$ cat src/rtl/pipeline_stage_skid_if.sv
// pipeline_stage_skid_if
//   Bundles the upstream handshake, downstream handshake, hazard controls and
//   the stall counter of one inter-stage register boundary.
//   Signals:
//     inValid/inReady/inInstr/inPCCounter      upstream handshake and payload
//     outValid/outReady/outInstr/outPCCounter  downstream handshake and payload
//     hazardIFDWrite                           stall: hold output, no transfer
//     hazardIFFlush                            flush: discard held and incoming
//     stallCount                               saturating stalled-output cycles
//   Modports:
//     master  the environment around the stage (drives stage inputs)
//     slave   the stage itself
interface pipeline_stage_skid_if #(
    parameter int unsigned INSTR_W     = 32,
    parameter int unsigned PC_W        = 32,
    parameter int unsigned STALL_CNT_W = 8
);
    logic                   inValid;
    logic                   inReady;
    logic [INSTR_W-1:0]     inInstr;
    logic [PC_W-1:0]        inPCCounter;
    logic                   outValid;
    logic                   outReady;
    logic [INSTR_W-1:0]     outInstr;
    logic [PC_W-1:0]        outPCCounter;
    logic                   hazardIFDWrite;
    logic                   hazardIFFlush;
    logic [STALL_CNT_W-1:0] stallCount;

    modport master (
        output inValid, inInstr, inPCCounter, outReady, hazardIFDWrite, hazardIFFlush,
        input  inReady, outValid, outInstr, outPCCounter, stallCount
    );

    modport slave (
        input  inValid, inInstr, inPCCounter, outReady, hazardIFDWrite, hazardIFFlush,
        output inReady, outValid, outInstr, outPCCounter, stallCount
    );
endinterface

$ cat src/rtl/pipeline_stage_skid.sv
// pipeline_stage_skid
//   Inter-stage register (IF/ID, ID/EX, ...) carrying an instruction word and
//   its PC through a 2-entry skid buffer with valid/ready handshakes on both
//   sides, hazard write-hold, flush-to-NOP and a saturating stall counter.
//   Ports:
//     Clk  clock, all state changes on the rising edge
//     Rst  asynchronous active-high reset
//     bus  pipeline_stage_skid_if.slave (handshakes, payload, hazards, stallCount)
//   inReady and outValid are decoded from registered state only, so there is
//   no combinational path from outReady or the hazard inputs to inReady.
module pipeline_stage_skid #(
    parameter int unsigned       INSTR_W     = 32,
    parameter int unsigned       PC_W        = 32,
    parameter logic [INSTR_W-1:0] NOP_INSTR  = '0,
    parameter int unsigned       STALL_CNT_W = 8
) (
    input logic                  Clk,
    input logic                  Rst,
    pipeline_stage_skid_if.slave bus
);
    typedef enum logic [1:0] {
        EMPTY = 2'd0,
        FULL  = 2'd1,
        SKID  = 2'd2
    } state_t;

    state_t                 state;
    logic [INSTR_W-1:0]     main_instr;
    logic [PC_W-1:0]        main_pc;
    logic [INSTR_W-1:0]     skid_instr;
    logic [PC_W-1:0]        skid_pc;
    logic [STALL_CNT_W-1:0] stall_cnt;

    logic acc;
    logic push;

    assign bus.inReady      = (state != SKID);
    assign bus.outValid     = (state != EMPTY);
    assign bus.outInstr     = main_instr;
    assign bus.outPCCounter = main_pc;
    assign bus.stallCount   = stall_cnt;

    assign acc  = bus.outValid & bus.outReady & ~bus.hazardIFDWrite;
    assign push = bus.inValid & bus.inReady;

    always_ff @(posedge Clk or posedge Rst) begin
        if (Rst) begin
            state      <= EMPTY;
            main_instr <= NOP_INSTR;
            main_pc    <= '0;
            skid_instr <= NOP_INSTR;
            skid_pc    <= '0;
            stall_cnt  <= '0;
        end else if (bus.hazardIFFlush) begin
            // Flush overrides push, acc and stall; a concurrent push is dropped.
            state      <= EMPTY;
            main_instr <= NOP_INSTR;
            main_pc    <= '0;
            skid_instr <= NOP_INSTR;
            skid_pc    <= '0;
            stall_cnt  <= '0;
        end else begin
            case (state)
                EMPTY: begin
                    if (push) begin
                        main_instr <= bus.inInstr;
                        main_pc    <= bus.inPCCounter;
                        state      <= FULL;
                    end
                end
                FULL: begin
                    if (push && acc) begin
                        main_instr <= bus.inInstr;
                        main_pc    <= bus.inPCCounter;
                    end else if (acc) begin
                        main_instr <= NOP_INSTR;
                        main_pc    <= '0;
                        state      <= EMPTY;
                    end else if (push) begin
                        // Output held (backpressure or stall): park the new entry.
                        skid_instr <= bus.inInstr;
                        skid_pc    <= bus.inPCCounter;
                        state      <= SKID;
                    end
                end
                SKID: begin
                    if (acc) begin
                        main_instr <= skid_instr;
                        main_pc    <= skid_pc;
                        skid_instr <= NOP_INSTR;
                        skid_pc    <= '0;
                        state      <= FULL;
                    end
                end
                default: begin
                    state <= EMPTY;
                end
            endcase

            if (acc) begin
                stall_cnt <= '0;
            end else if ((state != EMPTY) && (stall_cnt != '1)) begin
                stall_cnt <= stall_cnt + STALL_CNT_W'(1);
            end
        end
    end
endmodule

$ cat src/flat_wrapper.sv
// flat-port wrapper written by rule: the top's interface ports become plain ports
module pipeline_stage_skid_flat 
#(
    parameter int unsigned       INSTR_W     = 32,
    parameter int unsigned       PC_W        = 32,
    parameter logic [INSTR_W-1:0] NOP_INSTR  = '0,
    parameter int unsigned       STALL_CNT_W = 8
)
  (Clk, Rst, bus_inValid, bus_inInstr, bus_inPCCounter, bus_outReady, bus_hazardIFDWrite, bus_hazardIFFlush, bus_inReady, bus_outValid, bus_outInstr, bus_outPCCounter, bus_stallCount);
  pipeline_stage_skid_if #(.INSTR_W(INSTR_W), .PC_W(PC_W), .STALL_CNT_W(STALL_CNT_W)) bus_i ();
  input logic Clk;
  input logic Rst;
  input wire logic [$bits(bus_i.inValid)-1:0] bus_inValid;
  input wire logic [$bits(bus_i.inInstr)-1:0] bus_inInstr;
  input wire logic [$bits(bus_i.inPCCounter)-1:0] bus_inPCCounter;
  input wire logic [$bits(bus_i.outReady)-1:0] bus_outReady;
  input wire logic [$bits(bus_i.hazardIFDWrite)-1:0] bus_hazardIFDWrite;
  input wire logic [$bits(bus_i.hazardIFFlush)-1:0] bus_hazardIFFlush;
  output wire logic [$bits(bus_i.inReady)-1:0] bus_inReady;
  output wire logic [$bits(bus_i.outValid)-1:0] bus_outValid;
  output wire logic [$bits(bus_i.outInstr)-1:0] bus_outInstr;
  output wire logic [$bits(bus_i.outPCCounter)-1:0] bus_outPCCounter;
  output wire logic [$bits(bus_i.stallCount)-1:0] bus_stallCount;
  assign bus_i.inValid = bus_inValid;
  assign bus_i.inInstr = bus_inInstr;
  assign bus_i.inPCCounter = bus_inPCCounter;
  assign bus_i.outReady = bus_outReady;
  assign bus_i.hazardIFDWrite = bus_hazardIFDWrite;
  assign bus_i.hazardIFFlush = bus_hazardIFFlush;
  assign bus_inReady = bus_i.inReady;
  assign bus_outValid = bus_i.outValid;
  assign bus_outInstr = bus_i.outInstr;
  assign bus_outPCCounter = bus_i.outPCCounter;
  assign bus_stallCount = bus_i.stallCount;
  pipeline_stage_skid #(.INSTR_W(INSTR_W), .PC_W(PC_W), .NOP_INSTR(NOP_INSTR), .STALL_CNT_W(STALL_CNT_W)) u_core (.Clk(Clk), .Rst(Rst), .bus(bus_i));
endmodule
$ cat config.mk
export PLATFORM = sky130hd
export DESIGN_NAME = pipeline_stage_skid_flat
export DESIGN_NICKNAME = d
export VERILOG_FILES = /design/src/rtl/pipeline_stage_skid_if.sv /design/src/rtl/pipeline_stage_skid.sv /design/src/flat_wrapper.sv
export SDC_FILE = /design/constraint.sdc
export NUM_CORES = 1
export LEC_CHECK = 0
export CORE_MARGIN = 5
export CORE_UTILIZATION = 40
export CTS_CLUSTER_SIZE = 28
export DETAILED_ROUTE_END_ITERATION = 6
export PLACE_DENSITY = 0.63
export SYNTH_ARGS = -nofsm -noshare
export SYNTH_HDL_FRONTEND = slang
export SYNTH_SLANG_ARGS = --single-unit
$ cat constraint.sdc
create_clock -name Clk -period 6.2 [get_ports Clk]
set_input_delay 0.62 -clock Clk [delete_from_list [all_inputs] [get_ports Clk]]
set_output_delay 0.62 -clock Clk [all_outputs]
set_load 0.005 [all_outputs]
==> impl_metrics.toml <==
[outcome]
status = "complete, no violations"

[worst_setup_path]
path_cells = "inv_1 -> ha_1 -> or3b_1 -> a21oi_1 -> nand3b_1 -> buf_4 -> o2bb2ai_1"
worstRegToRegCells = 7
critPathCaptureType = "register"
critPathMaxStageDelay_ns = 0.57
slowest_stage = "nand3b_1"
cp_data_required_time_ns = 6.52
reg2reg_to = "u_core.bus.outInstr[30]"
crit_type = "register to register"
crit_arrival_ns = 3.49
r2r_start = "u_core.state[0]"
crit_fanout = 48
cp-start-kind = "register"
r2r_setup_slack_ns = 3.03

[clock_network]
postCtsSetupBuffers = 0
cts_buffer_depth = 2
clk_pin_slew_ns = 0.06
cts-root-buf = "clkbuf_16"
ctsHoldBuffers = 0
cts_buffers = 17
htree_levels = 4
cts.sinks = 138
cts.repair.resized = 0
clk_latency_ns = 0.41
tritoncts = "yes"

[sta]
fmax_ghz = 0.315
fin_crit_sh_pct = 51.1
maxSlewHeadroom_pct = 45.1
finalHoldViolations = 0
setup_viol = 0
holdWs_ns = 0.487
tns_ns = 0
slew_viol_final = 0
grt_setup_unrepaired = "no"
worst_slew_pin_slew_ns = 0.823
finalClockSkew_ns = 0.00605
period_minus_slack_ns = 3.17

[final_layout]
final_net_count = 767
final_util_pct = 53.5
num_antenna_cells = 0
fillers = 1402
multi_input_area_mm2 = 0.00238
regArea_mm2 = 0.00345
area_growth_syn_to_layout_pct = 32.5
drive_gt1_share_pct = 6.25

[synth]
synth_xor_area_share_pct = 0.413
muxShareOfSynthArea_pct = 10.7
synth_compound_area_share_pct = 18.2
ys_warn_count = 0
syn_nets = 639
yosys.area_share.simple_pct = 6.63
synth.distinct_cells = 35
synth_area_mm2 = 0.00636
synth_ff_type = "dfrtp_1"
synthAdderAreaFrac_pct = 0.983
synthArstFlopShare_pct = 100
synth_edf_count = 0
ys_seq_area_share_pct = 54.3
ys_ff_latch = 138
synth_top_family_by_area = "compound AO/OA/AOI/OAI gates"
synthCells = 564
syn_avg_cell_area_um2 = 11.3

[grt]
grt_use_total_pct = 18.8
grt_pass1_wl_um = 27400
grt.overflow.total = 0
grt_pass1_vias = 5282
grt_max_degree = 91
antenna_found_initial = 0

[floorplan]
core_area_mm2 = 0.0158
pin_count = 144
fp.dieH_um = 136
rows = 46
die_w_um = 136
die_area_mm2 = 0.0185
start_util_pct = 40.3

[pwr]
vdd_ir_drop_max_uv = 305
power.density_mw_per_mm2 = 417
power.leakage_nw = 3.77
total_power_mw = 3.51

[routing]
wl_per_cell_um = 18.0
route.detailed.drc = 0
wl_um = 16500
vias = 4873
drtIter0Drc = 239
vias_per_cell = 5.30
first_pass_iters = 4
ant_nets = 0

[place]
routabilityCongestion = 0.802
io_buffers = 143
place_hpwl_um = 10200

[worst_hold_path]
min_to = "u_core.bus.outInstr[28]"
hp-start = "u_core.bus.outInstr[28]"
hold-path-cell-count = 1
min_path_type = "register to register"

[run]
cap_viol_max_count = 0
==> kinds of logic after synthesis <==
| group | count (synthesis) |
|---|---|
| flops | 138 |
| xor+xnor | 3 |
| buf+inv | 112 |
| mux | 68 |
| fa+ha+maj | 5 |
| compound gates | 143 |
| simple gates | 95 |
==> worst max-delay path, delay by kind of cell (launching register included) <==
| family | cells | cell delay [ns] |
|---|---|---|
| AND/OR/NAND/NOR | 2 | 1.13 |
| adder cells (fa/ha/maj) | 1 | 0.29 |
| AO/OA/AOI/OAI | 2 | 0.62 |
| buffers and inverters | 2 | 0.60 |
| flip-flops | 1 | 0.38 |
==> cell usage in the layout (no fill, tap or decap), types with 5 or more instances in the layout <==
cell type | Yosys | final
a22oi_1 | 64 | 64
buf_4 | 0 | 8
clkbuf_16 | 0 | 17
clkdlybuf4s50_1 | 0 | 143
dfrtp_1 | 138 | 138
ha_1 | 5 | 5
inv_1 | 70 | 69
mux2i_1 | 67 | 67
nand2_1 | 65 | 65
nor2_1 | 7 | 6
o2bb2ai_1 | 64 | 64
==> metal layers <==
layer / vias up / global-route usage, % / part of all wire [%]
li1: 2247 / - / -
met1: 2485 / 24.5 / 45
met2: 123 / 30.8 / 49
met3: 18 / 5.40 / 5.2
met4: 0 / 4.87 / 1.3
met5: - / 0 / 0
==> report_power, final <==
group / switching, mW / internal, mW
logic: 0.750 / 0.541
registers: 0.130 / 1.12
clock network: 0.367 / 0.608
==> metrics by stage <==
stage | setup WS [ns] | instance area (um^2) | std cells
final | 3.03 | 8430 | 920
after global routing | 2.82 | 8430 | 920
after CTS | 2.99 | 8430 | 920
after detailed placement | 2.78 | 7870 | 889
after global placement | 2.88 | 7870 | 889
after floorplan | 1.88 | 6360 | 564
==> cells in the mapped netlist, types with 5 or more instances <==
cell       count  area, um^2
o2bb2ai_1     64         561
mux2i_1       67         671
inv_1         70         263
buf_12         6         120
nand2_1       65         244
ha_1           5        62.6
a22oi_1       64         480
nor2_1         7        26.3
buf_2         19        95.1
clkbuf_1      15        56.3
dfrtp_1      138        3450
==> flip-flops by register name, indices dropped and copies added, names as in the netlist <==
signal                   flops
u_core.skid_instr           32
u_core.skid_pc              32
u_core.bus.outPCCounter     32
u_core.bus.stallCount        8
u_core.bus.outInstr         32
u_core.state                 2
==> final cells by class <==
| cell class | count | area share, % |
|---|---|---|
| clock buffers | 23 | 5.55 |
| clock inverters | 8 | 1.13 |
| inverters | 70 | 3.18 |
| multi-input cells | 314 | 28.3 |
| flip-flops and latches | 138 | 41.0 |
| well taps | 216 | 3.21 |
| repair buffers | 151 | 17.7 |
==> worst max-delay path by stage <==
stage | slack, ns | to | depth (start not counted) | startpoint
2_1_floorplan | 1.88 | u_core.bus.outInstr[0] | 1 | Rst
3_3_place_gp | 2.88 | u_core.bus.outInstr[2] | 6 | bus_outReady
3_5_place_dp | 2.78 | u_core.bus.outPCCounter[2] | 6 | bus_outReady
4_1_cts | 2.99 | u_core.bus.outInstr[30] | 7 | u_core.state[0]
5_1_grt | 2.82 | u_core.bus.outPCCounter[21] | 7 | u_core.state[0]
6_report | 3.03 | u_core.bus.outInstr[30] | 7 | u_core.state[0]
Note: power is estimated with default switching activity, not from simulation.
